[src/rtl/ube_pwrseq.sv]
// Unibus Exerciser power-fail sequencer: CSR2 ACLO request -> timed ubeACLO/ubeDCLO plus interrupt req/ack.
// Optional macro UBE_PWRUP_INT_EN enables the power-up interrupt on RECOVER->IDLE.
module ube_pwrseq #(
  parameter logic [15:0] ACLO_DLY    = 16'd100,
  parameter logic [15:0] DCLO_MIN    = 16'd50,
  parameter logic [15:0] RECOVER_DLY = 16'd100
) (
  input  logic clk,
  input  logic rst,
  input  logic devRESET,
  input  logic csr2ACLO,
  input  logic intACK,
  output logic ubeACLO,
  output logic ubeDCLO,
  output logic intREQ,
  output logic intPWRUP,
  output logic overrun,
  output logic busy
);

  typedef enum logic [1:0] {IDLE, ACLO_WAIT, DCLO_HOLD, RECOVER} state_t;

  state_t      state, state_nxt;
  logic [15:0] cnt, cnt_nxt;
  logic        srst;
  logic        terminal;
  logic        ev;
  logic        take_ev;
`ifdef UBE_PWRUP_INT_EN
  logic        ev_pwrup;
`endif

  assign srst     = rst | devRESET;
  assign terminal = (cnt == 16'd1);
  // An ack on the same clock frees the request slot for the new event.
  assign take_ev  = ev & (~intREQ | intACK);

  always_comb begin
    state_nxt = state;
    cnt_nxt   = (cnt > 16'd1) ? cnt - 16'd1 : cnt;
    ev        = 1'b0;
`ifdef UBE_PWRUP_INT_EN
    ev_pwrup  = 1'b0;
`endif
    case (state)
      IDLE: begin
        if (csr2ACLO) begin
          state_nxt = ACLO_WAIT;
          cnt_nxt   = ACLO_DLY;
          ev        = 1'b1;
        end
      end
      ACLO_WAIT: begin
        if (!csr2ACLO) begin
          state_nxt = RECOVER;
          cnt_nxt   = RECOVER_DLY;
        end else if (terminal) begin
          state_nxt = DCLO_HOLD;
          cnt_nxt   = DCLO_MIN;
        end
      end
      DCLO_HOLD: begin
        if (terminal && !csr2ACLO) begin
          state_nxt = RECOVER;
          cnt_nxt   = RECOVER_DLY;
        end
      end
      RECOVER: begin
        if (csr2ACLO) begin
          state_nxt = ACLO_WAIT;
          cnt_nxt   = ACLO_DLY;
          ev        = 1'b1;
        end else if (terminal) begin
          state_nxt = IDLE;
          cnt_nxt   = 16'd0;
`ifdef UBE_PWRUP_INT_EN
          ev        = 1'b1;
          ev_pwrup  = 1'b1;
`endif
        end
      end
      default: begin
        state_nxt = IDLE;
        cnt_nxt   = 16'd0;
      end
    endcase
  end

  always_ff @(posedge clk) begin
    if (srst) begin
      state   <= IDLE;
      cnt     <= 16'd0;
      ubeACLO <= 1'b0;
      ubeDCLO <= 1'b0;
      busy    <= 1'b0;
    end else begin
      state   <= state_nxt;
      cnt     <= cnt_nxt;
      ubeACLO <= (state_nxt != IDLE);
      ubeDCLO <= (state_nxt == DCLO_HOLD);
      busy    <= (state_nxt != IDLE);
    end
  end

  always_ff @(posedge clk) begin
    if (srst) begin
      intREQ  <= 1'b0;
      overrun <= 1'b0;
    end else if (ev) begin
      if (take_ev) intREQ  <= 1'b1;
      else         overrun <= 1'b1;
    end else if (intACK) begin
      intREQ <= 1'b0;
    end
  end

`ifdef UBE_PWRUP_INT_EN
  always_ff @(posedge clk) begin
    if (srst)         intPWRUP <= 1'b0;
    else if (take_ev) intPWRUP <= ev_pwrup;
  end
`else
  assign intPWRUP = 1'b0;
`endif

endmodule

[config.mk]
export PLATFORM = sky130hd
export DESIGN_NAME = ube_pwrseq
export DESIGN_NICKNAME = d
export VERILOG_FILES = /design/src/rtl/ube_pwrseq.sv
export SDC_FILE = /design/constraint.sdc
export NUM_CORES = 1
export LEC_CHECK = 0
export BUFFER_PORTS_ARGS = -buffer_cell sky130_fd_sc_hd__buf_2
export CORE_UTILIZATION = 58
export DETAILED_ROUTE_END_ITERATION = 16
export GPL_ROUTABILITY_DRIVEN = 1
export PLACE_DENSITY = 0.89
export SYNTH_ARGS = -nofsm -noshare
export SYNTH_HDL_FRONTEND = slang
export SYNTH_SLANG_ARGS = --single-unit
[constraint.sdc]
create_clock -name clk -period 3.4 [get_ports clk]
set_input_delay 0.17 -clock clk [delete_from_list [all_inputs] [get_ports clk]]
set_output_delay 0.17 -clock clk [all_outputs]
set_load 0.01 [all_outputs]
==> results.txt, run 1 <==
The pre-CTS setup slack came out at ~0.56 ns. In this run the most used layer during global routing was met2. The number of storage elements in the synthesis netlist came out at 22. The synthesized net count is between 150 and 200. The post-CTS setup repair buffer count came out at 0. The final weighted congestion in routability-driven placement came out at about 0.84. The die span in y is 51.0 µm.

The async set-reset flop share out of synthesis is 0%. The arrival time at the worst endpoint came out at ~3 ns. The tightest min-delay check is of the in -> reg type. The site row count came out at 17. The total half-perimeter wirelength after legalization and detailed placement came out at approximately 2200 µm. Across the VDD grid, the largest voltage drop is between 0.4 and 0.5 mV.

The headroom to the max-slew limit is a little under two fifths. The number of antenna violations at the first check in global routing is 0. The total number of clock tree sinks came out at 22. The final layout net count is between 150 and 200.

The number of hold buffers added after CTS came out at 0. The critical path in this run is classified as reg -> reg. The flow ran to the end, and the final reports show no timing, DRC or antenna violations.

The depth of the worst register-to-register path came out at 7. The worst-case clock skew came out at 0.00581 ns. The area occupied by multi-input gates came out at about 860 µm². Yosys mapped a number of flops with a built-in enable equal to 0. The die covers ~2600 µm². The proportion of netlist area held by the largest area contributor is about a third. The routing usage on met2 came out at 39.0%. In the global route stage, met1 resource usage came out at 31.1%. The yosys synthesis warning count came out at 0.

Setup repair after global routing left no endpoint under its margin. The post-synthesis adder-cell area fraction came out at 5.40%. The measured slew at the worst slew-check pin came out at a little over 0.9 ns.

The end point of the worst hold path is intREQ. After synthesis, the cell types taking the most area are sky130_fd_sc_hd__dfxtp_1, sky130_fd_sc_hd__ha_1, sky130_fd_sc_hd__nor3_1. The met3 track utilization from global routing is under 10%. In this run, post-CTS repair resized a total of 0 instances.

The via count of the first global-routing pass came to ~1200. In this run the remaining antenna-violating nets after routing total 0. Global routing consumed, over all layers together, 24.6% of the routing resources. STA classifies the critical path startpoint as a flop. The largest driver fanout on the critical path is 11.

The period utilization came out at a little over four fifths. The source of the worst hold timing path is intACK. The synthesized netlist devotes 3.78% of its cell area to XOR and XNOR gates. TritonCTS created 3 clock buffers.

After the first detailed-routing iteration, the DRC count stood at 28. The register area is around 440 µm². The clock root buffer master is sky130_fd_sc_hd__clkbuf_4.

The global-route wire length before repair came out at 4910 µm. The cell leakage power came out at between 0.5 and 0.6 nW. The number of port buffers is 9. In the synthesized netlist, the number of instances is ~170. The post-synthesis compound-gate area fraction is approximately a quarter. The leading register cell type out of synthesis is sky130_fd_sc_hd__dfxtp_1. The antenna diode count is 0. The smallest clock period supported by the final layout is computed as ~2.8 ns. The worst hold margin is approximately 0.13 ns. The pin count of the biggest net entering global routing came out at 23. The die boundary width is ~50 µm. Yosys instantiated no cell more often than sky130_fd_sc_hd__dfxtp_1. The total number of vias came out at about 1300. The number of violations of the max-capacitance limit is 0. The final setup TNS came out at 0 ns.

The final-report hold violation count was 0. Of the post-synthesis cell area, the part taken by muxes is under 10%. TritonCTS built the clock tree. The unique cell type count in the Yosys netlist came out at 48. The slack of the critical path came out at 0.564 ns.

The worst register-to-register path ends at cnt[12]. In this run the deepest clock path goes through 2 buffers. Before antenna repair, the detailed router went through 4 iterations. The fraction of layout instances using a drive strength above 1 came out at between 10% and 20%. The number of pins with negative max-slew slack in the final report came out at 0. After detailed routing, the number of remaining DRC violations is 0. The final design area excluding fillers came out at around 1500 µm².

The post-detailed-route via-to-cell ratio came out at 6.42. Sequential elements use 31.7% of the synthesized area. The total detailed-routing wirelength is about 3000 µm. Dividing the detail-routed wire length by the instance count gives 15.2 µm.

The number of setup violations in the final report came out at 0. The required time of the worst setup path is ~3.6 ns. For this run the aggregate overflow at the end of global routing stands at 0. The average cell area after synthesis came out at between 8 and 9 µm².

The post-detailed-placement cell area came out at approximately 1400 µm². The top-level port count came out at 11. The number of levels in the clock H-tree came out at 1. The clock slew at the register clock pins of the worst setup and hold paths is approximately 0.13 ns. For this design the ratio of total power to cell area is around 490 nW/µm². The post-route core utilization is between 60% and 70%. The number of filler instances in the final layout is between 150 and 200. The core outline area came out at between 2000 and 2500 µm². The source-to-sink clock delay at the later pin of the worst-skew pair came out at 0.32 ns.

The area overhead of the layout relative to synthesis is 4.50%. Timing would allow up to 353 MHz. After Yosys synthesis, and, or, nand and nor cells account for about a quarter of the synthesized area. The post-synthesis cell type with the largest combined area is sky130_fd_sc_hd__dfxtp_1. In the synthesized netlist, the cells that appear most often are sky130_fd_sc_hd__dfxtp_1, sky130_fd_sc_hd__nor2_1, sky130_fd_sc_hd__nor3_1, sky130_fd_sc_hd__o21ai_0, sky130_fd_sc_hd__a21oi_1. The worst hold path stage count is 3. The kind of capture point of the worst setup path is a flop. For this configuration, the core starts out at a cell density of just over 60%.

The internal reg-to-reg setup slack is around 0.56 ns. The dominant combinational cell family by area after synthesis is simple AND/OR/NAND/NOR gates. Summing every instance area after synthesis gives about 1400 µm². The worst flop-to-flop path startpoint is cnt[1].
-- state kept, by name (all words and copies together), names as in the netlist --
signal and cells:
busy 1, cnt 16, intREQ 1, overrun 1, state 2, ubeDCLO 1
-- power breakdown --
part / switching [W] / leakage [nW] / internal (W)
Sequential: 0.0000217 / 0.179 / 0.000274
Combinational: 0.000151 / 0.383 / 0.000119
Clock: 0.0000868 / 0.0210 / 0.0000655
Total: 0.000259 / 0.582 / 0.000458
-- layout by cell type, fill, tap and decap left out, types with 3 or more instances in the layout --
cell,count
sky130_fd_sc_hd__a211oi_1,7
sky130_fd_sc_hd__nor3b_1,3
sky130_fd_sc_hd__nor2b_1,3
sky130_fd_sc_hd__clkbuf_4,3
sky130_fd_sc_hd__o31ai_1,4
sky130_fd_sc_hd__nor2_1,13
sky130_fd_sc_hd__inv_1,8
sky130_fd_sc_hd__nand2_1,4
sky130_fd_sc_hd__a31oi_1,3
sky130_fd_sc_hd__o21ai_0,10
sky130_fd_sc_hd__dfxtp_1,22
sky130_fd_sc_hd__nand2b_1,4
sky130_fd_sc_hd__or3_1,4
sky130_fd_sc_hd__ha_1,6
sky130_fd_sc_hd__nor4_1,3
sky130_fd_sc_hd__a21oi_1,9
sky130_fd_sc_hd__buf_2,9
sky130_fd_sc_hd__or4_1,4
sky130_fd_sc_hd__nor3_1,12
sky130_fd_sc_hd__xnor2_1,4
-- through the flow --
stage | instances | total power [W]
detailed placement | 194 | 0.000564
global route | 198 | 0.000760
global placement | 194 | 0.000552
finish | 198 | 0.000717
CTS | 198 | 0.000713
floorplan | 167 | 0.000522
-- metal layers --
layer	wire (µm)	up-vias
li1	-	622
met1	1370	587
met2	1410	56
met3	204	7
met4	25	0
met5	0	-
-- layout make-up --
type / count / share of cell area, %
flip-flops and latches: 22 / 30.3
multi-input cells: 126 / 59.1
clock buffers: 4 / 2.50
inverters: 8 / 2.07
repair buffers: 10 / 3.61
well taps: 28 / 2.41
-- critical path: stages, from the launching register on --
cell,delay (ns)
sky130_fd_sc_hd__dfxtp_1,0.35
sky130_fd_sc_hd__inv_1,0.09
sky130_fd_sc_hd__ha_1,0.16
sky130_fd_sc_hd__or4b_2,0.62
sky130_fd_sc_hd__or4_4,0.46
sky130_fd_sc_hd__a21o_1,0.21
sky130_fd_sc_hd__a221oi_2,0.70
sky130_fd_sc_hd__nor3_1,0.12
-- logic make-up (layout without fill, tap and decap cells) --
group | Yosys count | count (layout)
other cells | 1 | 1
flops | 22 | 22
mux | 2 | 2
buf+inv | 19 | 22
compound gates | 50 | 50
fa+ha+maj | 6 | 6
xor+xnor | 6 | 6
simple gates | 61 | 61
-- how the worst max path moves through the flow --
stage / slack, ns / cells past startpoint / end / startpoint
after floorplan: 0.99 / 8 / cnt[10] / cnt[1]
after global placement: 0.68 / 7 / cnt[7] / cnt[1]
after detailed placement: 0.56 / 7 / cnt[12] / cnt[1]
after CTS: 0.55 / 7 / cnt[12] / cnt[1]
after global routing: 0.39 / 7 / cnt[9] / cnt[1]
final: 0.56 / 7 / cnt[12] / cnt[1]
(Power assumes the default switching activity.)
==> run 2, diff against run 1 <==
- CORE_UTILIZATION: 58 -> 53
- PLACE_DENSITY: 0.89 -> 0.87
- clock period: 3.4 -> 2.59 ns (I/O delays scaled with it)
==> run 2 against run 1 <==
Effect of this change: worst hold slack lost 0.033 ns; clock skew shrank 0.0026 ns; final area grew 5.9%; register-to-register slack lost 0.44 ns; global-route usage is essentially flat; via count grew 5.7%; clock-buffer cell count shrank 1.
==> results.txt, run 2 (synthesis gave the netlist of run 1 again) <==
The run finished with clean final reports. The total detailed-routing wirelength came out at 3260 µm (+8.3%). The pin count of the biggest net entering global routing is 23 (unchanged). In the layout the commonest cells are sky130_fd_sc_hd__dfxtp_1, sky130_fd_sc_hd__nor2_1, sky130_fd_sc_hd__nor3_1.

The number of levels in the clock H-tree is 1 (unchanged). The kind of capture point of the worst setup path is a flop. The detailed-routing iteration count for the pre-antenna-repair pass came out at 4 (unchanged). The measured slew at the worst slew-check pin came out at 0.740 ns (-0.182 ns). The number of hold buffers added after CTS is 0 (unchanged).

The clock slew at the register clock pins of the worst setup and hold paths came to 0.12 ns (about the same). TritonCTS built the clock tree. The site row count came out at 18 (+1). The final-report hold violation count was 0 (unchanged).

The final antenna-violating net count came out at 0 (unchanged). The total number of clock tree sinks is 22 (unchanged). The via count of the first global-routing pass is 1124 (-3.8%). The total power draw is 0.00105 W (+46%). The number of antenna violations at the first check in global routing came to 0 (unchanged). The startpoint identified for the worst register-to-register timing path is cnt[13]. The depth of the worst register-to-register path is 6 (-1). The antenna diode count came out at 0 (unchanged). The final cell count without fillers was 208 (+5.1%). The required time of the worst setup path is 2.78 ns (-0.80 ns).

The number of pins with negative max-slew slack in the final report is 0 (unchanged). The global-route wire length before repair is 5000 µm (+1.8%). Setup repair after global routing left no endpoint under its margin. The total congestion overflow after global routing is 0 (unchanged). The largest registers in the layout are cnt (16), state (2). The worst hold margin came out at 0.0971 ns (-0.0330 ns).

The path class of the lowest-slack min-delay path is in -> reg. The number of setup violations in the final report is 0 (unchanged). CTS placed an instance of sky130_fd_sc_hd__clkbuf_4 at the clock tree root. The wire length per cell after detailed routing was 15.7 µm (+3.1%). The number of port buffers was 9 (unchanged). The kind of start point of the critical path is a flop.

The total number of vias is 1345 (+5.7%). From synthesis to final layout, the design area changed by 10.7%. The number of filler instances in the final layout is 218 (+11%). The worst hold path stage count came out at 3 (unchanged). The final layout net count came out at 190 (+4.4%). Counting flops per register, the top entry is cnt. The power density relative to cell area is 681 nW/µm² (+38%).

The core outline area is 2480 µm² (+11%). The slowest stage of the critical path belongs to the cell sky130_fd_sc_hd__or4_1. The number of flip-flops in the largest register is 16 (unchanged). The cell leakage power is 0.632 nW (+8.4%). The number of buffers and inverters on the critical path is 1 (unchanged).

The number of buffers added by the clock tree synthesis step is 3 (unchanged). The period utilization is 95.4% (+12 points). The commonest non-fill, non-tap cell in the layout is sky130_fd_sc_hd__dfxtp_1.

On the critical path the largest part of the delay comes from simple AND/OR/NAND/NOR gates. The setup path with the least slack is of type reg -> reg. The headroom to the max-slew limit came out at 50.2% (+12 points). The remaining design rule violation count came out at 0 (unchanged).

The number of resized instances in the post-cts repair step is 0 (unchanged). The number of violations of the max-capacitance limit came out at 0 (unchanged). The largest driver fanout on the critical path came out at 6 (-5). The maximum cell stage delay along the critical path is 0.65 ns (-0.05 ns).

The starting utilization of the core area came out at 56.2% (-6.1 points). The overall routing resource usage came out at 24.7% (+0.047 points). The final setup TNS is 0 ns (unchanged). The number of cells after detailed placement came out at 203 (+4.6%).

The worst-case clock skew is 0.00319 ns (-0.00262 ns). The peak supply drop is 0.575 mV (+29%). The cell count along the critical path was 6 (-1). The minimum clock period after layout was 2.47 ns (-0.365 ns). Walking the worst path, the cells encountered are or4_1 -> or4_4 -> a21o_1 -> a221oi_2 -> buf_4 -> a211oi_1. The total half-perimeter wirelength after legalization and detailed placement is 2280 µm (+3.5%). The post-CTS setup repair buffer count is 0 (unchanged). The die span in y is 53.2 µm (+4.4%). The internal reg-to-reg setup slack is 0.12 ns (-0.44 ns). The fraction of layout instances using a drive strength above 1 came to 19.7% (+4.4 points).

The arrival time at the worst endpoint came out at 2.66 ns (-0.36 ns). The die area is 2830 µm² (+9.0%). The upper clock frequency limit came out at 405 MHz (+15%).

The detailed router's first-iteration violation count is 57 (+100%). The worst hold path terminates at intREQ. The source-to-sink clock delay at the later pin of the worst-skew pair came to 0.31 ns (about the same). The post-detailed-route via-to-cell ratio came out at 6.47 (+0.66%). The final weighted congestion in routability-driven placement is 0.852 (+2.0%). The top-level port count came to 11 (unchanged). The die boundary width is 53.2 µm (+4.4%). In this run the most critical hold path is launched from intACK. The worst register-to-register path ends at cnt[9]. The maximum root-to-sink buffer count is 2 (unchanged).
[run 2: where the power goes]
| group | leakage [nW] | internal [W] | switching [W] |
|---|---|---|---|
| combinational | 0.425 | 0.000180 | 0.000228 |
| sequential | 0.179 | 0.000360 | 0.0000170 |
| clock | 0.0279 | 0.000156 | 0.000107 |
[run 2: worst max path at each step]
stage,startpoint,slack (ns),end
after floorplan,cnt[1],0.18,cnt[10]
after global placement,cnt[1],0.13,cnt[7]
after detailed placement,cnt[1],0.07,cnt[9]
after CTS,cnt[1],0.05,cnt[9]
after global routing,cnt[10],0.03,cnt[3]
final,cnt[13],0.12,cnt[9]
[run 2: per-layer routing]
layer	track usage [%]	up-vias	wire, µm
met1	29.9	624	1280
met2	39.2	63	1580
met3	8.33	18	264
met5	0	-	0
met4	10.5	0	135
li1	-	640	-
[run 2: area by class of cell]
cell class	count	area [µm²]	area share (%)
tap	30	37.5	2.44
inverter	8	30.0	1.95
multi-input combinational	126	867	56.3
timing repair buffer	18	113	7.31
clock inverter	1	30.0	1.95
sequential	22	440	28.6
clock buffer	3	22.5	1.46
[run 2: stage by stage]
stage,setup WS (ns),cell area [µm²],utilization (%)
floorplan,0.182,1390,-
global placement,0.125,1470,59.4
detailed placement,0.0664,1470,59.4
CTS,0.0476,1530,61.6
global route,0.0341,1540,62.2
finish,0.119,1540,62.2
[run 2: worst min-delay path: cells and delay by family]
| kind | cells | cell delay [ns] |
|---|---|---|
| buffers and inverters | 1 | 0.07 |
| AND/OR/NAND/NOR | 1 | 0.11 |
| AO/OA/AOI/OAI | 1 | 0.06 |
==> run 3, diff against run 2 <==
- CORE_MARGIN: default -> 3
==> run 3 against run 2 <==
Effect of this change: final cell count shrank 0.96%; worst hold slack lost 0.011 ns; total power increased by 1.3%; register-to-register slack hardly changed; combinational power up 2%; clock-buffer cell count is the same; non-clock buffer count unchanged; flip-flop and latch count unchanged; sequential power barely moved; clock skew shrank 0.00056 ns.
==> results.txt, run 3 (synthesis gave the netlist of run 1 again) <==
The starting utilization of the core area came out at 59.5% (+3.3 points). The detailed-routing iteration count for the pre-antenna-repair pass is 4 (unchanged). STA classifies the critical path startpoint as a flop. The number of setup violations in the final report is 0 (unchanged).

The number of hold buffers added after CTS came out at 0 (unchanged). The via count of the first global-routing pass came out at 1204 (+7.1%). The number of flip-flops in the largest register is 16 (unchanged). The total congestion overflow after global routing is 0 (unchanged). The number of violations of the max-capacitance limit is 0 (unchanged). The top-level port count came out at 11 (unchanged). The pin count of the biggest net entering global routing is 23 (unchanged). The core outline area came out at 2340 µm² (-5.6%). The number of antenna violations at the first check in global routing is 0 (unchanged).

The clock slew at the register clock pins of the worst setup and hold paths is 0.12 ns (about the same). The final weighted congestion in routability-driven placement is 0.815 (-4.4%). The measured slew at the worst slew-check pin is 0.878 ns (+0.138 ns). For hold timing, the worst endpoint is intREQ. The switching power of the nets came out at 0.000360 W (+2.3%). The library cell used most frequently in the layout, excluding fill and tap cells, is sky130_fd_sc_hd__dfxtp_1.

The min-delay analysis places its worst path in the category in -> reg. The minimum clock period after layout is 2.47 ns (+0.000183 ns). The period utilization is 95.4% (about the same). The total half-perimeter wirelength after legalization and detailed placement came out at 2370 µm (+3.8%). The final layout net count is 190 (unchanged). The total number of clock tree sinks came out at 22 (unchanged). The die area came out at 3280 µm² (+16%). The internal reg-to-reg setup slack was 0.12 ns (about the same). In this run the clock root is driven by a sky130_fd_sc_hd__clkbuf_4. The logic gate share of total power came out at 39.4% (+0.5 points).

The worst hold path stage count is 3 (unchanged). The post-detailed-placement cell area is 1470 µm² (-0.17%). The post-route core utilization was 66.0% (+3.9 points). Compared with the post-synthesis result, the final layout area differs by 11.1%.

In this run the critical register-to-register path is launched from cnt[13]. The antenna diode count came out at 0 (unchanged). Setup repair after global routing left no endpoint under its margin.

The detailed router's first-iteration violation count came out at 92 (+61%). The worst setup path is captured at a flop. The largest driver fanout on the critical path came out at 6 (unchanged).

The upper clock frequency limit is 405 MHz (about the same). The worst register-to-register path ends at cnt[11]. The post-CTS setup repair buffer count came out at 0 (unchanged). The proportion of power drawn by the clock network is 25.1% (about the same).

The post-detailed-route via-to-cell ratio came out at 6.58 (+1.7%). The die span in y came out at 57.2 µm (+7.5%). The cell leakage power is 0.633 nW (+0.19%).

The number of port buffers came to 9 (unchanged). The number of pins with negative max-slew slack in the final report came out at 0 (unchanged). The number of buffers added by the clock tree synthesis step is 3 (unchanged).

The final design area excluding fillers is 1550 µm² (+0.32%). The arrival time at the worst endpoint is 2.67 ns (about the same). The total detailed-routing wirelength came to 3370 µm (+3.3%). In the final layout, the registers with the most flip-flops are cnt (16), state (2). The largest register by flop count is cnt. The required time of the worst setup path came out at 2.79 ns (about the same).

The final antenna-violating net count came out at 0 (unchanged). The worst hold path begins at intACK. The wire length per cell after detailed routing came out at 16.3 µm (+4.3%). The power density relative to cell area is 687 nW/µm² (+0.93%). The global-route wire length before repair was 5490 µm (+9.8%). The headroom to the max-slew limit is 40.9% (-9.3 points). TritonCTS built the clock tree. The final-report hold violation count came out at 0 (unchanged). The number of levels in the clock H-tree came to 1 (unchanged).

The worst-case clock skew came out at 0.00263 ns (-0.000556 ns). The final setup TNS was 0 ns (unchanged). The die boundary width came to 57.2 µm (+7.5%). The overall routing resource usage was 20.8% (-3.9 points). The source-to-sink clock delay at the later pin of the worst-skew pair was 0.32 ns (about the same). The internal power summed over all cells was 0.000702 W (+0.71%). The site row count came to 17 (-1). The pre-CTS setup slack came to 0.0656 ns (-0.000806 ns).

The sequential group share of total power came to 35.5% (-0.4 points). The total number of vias is 1355 (+0.74%). The remaining design rule violation count came out at 0 (unchanged). The fraction of layout instances using a drive strength above 1 is 19.7% (unchanged). The slack of the critical path came out at 0.119 ns (-0.000183 ns). The flow ran to the end, and the final reports show no timing, DRC or antenna violations. The setup path with the least slack is of type reg -> reg. The maximum root-to-sink buffer count is 2 (unchanged). In the layout the commonest cells are sky130_fd_sc_hd__dfxtp_1, sky130_fd_sc_hd__nor2_1, sky130_fd_sc_hd__nor3_1.

The peak supply drop is 0.635 mV (+10%). The depth of the worst register-to-register path was 6 (unchanged). The fraction of power spent switching nets is 33.9% (+0.36 points).
run 3: changes by cell type in the layout (fill, tap and decap cells not counted):
cell / delta
sky130_fd_sc_hd__o21ai_2: -1
sky130_fd_sc_hd__o21ai_4: +1
run 3: through the flow:
stage | std cells | hold slack [ns] | total power (W)
final | 206 | 0.0858 | 0.00106
after global routing | 206 | 0.0898 | 0.00112
after CTS | 205 | 0.0814 | 0.00103
after detailed placement | 201 | 0.431 | 0.000768
after global placement | 201 | 0.419 | 0.000750
after floorplan | 167 | 0.333 | 0.000686
run 3: final cells by class:
cell class	count	area, µm²
Fill cell	192	795
Sequential cell	22	440
Tap cell	28	35.0
Timing Repair Buffer	18	113
Inverter	8	30.0
Multi-Input combinational cell	126	875
Clock buffer	3	22.5
Clock inverter	1	30.0
run 3: worst max path at each step:
| stage | startpoint | end | cells past startpoint |
|---|---|---|---|
| floorplan | cnt[1] | cnt[10] | 8 |
| global placement | cnt[1] | cnt[7] | 8 |
| detailed placement | cnt[1] | cnt[11] | 8 |
| CTS | cnt[1] | cnt[7] | 8 |
| global route | cnt[10] | cnt[10] | 6 |
| finish | cnt[13] | cnt[11] | 6 |
run 3: worst max-delay path, cell delays in order (launching register included):
cell	delay (ns)
sky130_fd_sc_hd__dfxtp_1	0.34
sky130_fd_sc_hd__or4_1	0.65
sky130_fd_sc_hd__or4_4	0.60
sky130_fd_sc_hd__a21o_1	0.21
sky130_fd_sc_hd__a221oi_2	0.29
sky130_fd_sc_hd__buf_4	0.21
sky130_fd_sc_hd__a211oi_1	0.06
run 3: power by group through the flow:
| stage | clock [W] | sequential, W | combinational [W] |
|---|---|---|---|
| 2_1_floorplan | 0 | 0.000387 | 0.000299 |
| 3_3_place_gp | 0 | 0.000382 | 0.000368 |
| 3_5_place_dp | 0 | 0.000383 | 0.000385 |
| 4_1_cts | 0.000268 | 0.000376 | 0.000389 |
| 5_1_grt | 0.000283 | 0.000379 | 0.000458 |
| 6_report | 0.000267 | 0.000377 | 0.000418 |
run 3: what timing repair did:
item	CTS	global route
resized for setup	0	5
endpoints found under the setup margin	0	13
hold endpoints to repair	0	0
run 3: metal layers:
metal / part of all wire (%) / wire [µm] / up-vias / track usage, %
met2: 50 / 1670 / 70 / 33.4
met5: 0 / 0 / - / 0
li1: - / - / 640 / -
met4: 2.0 / 66 / 0 / 6.95
met1: 41 / 1390 / 633 / 27.8
met3: 7.2 / 243 / 12 / 4.30
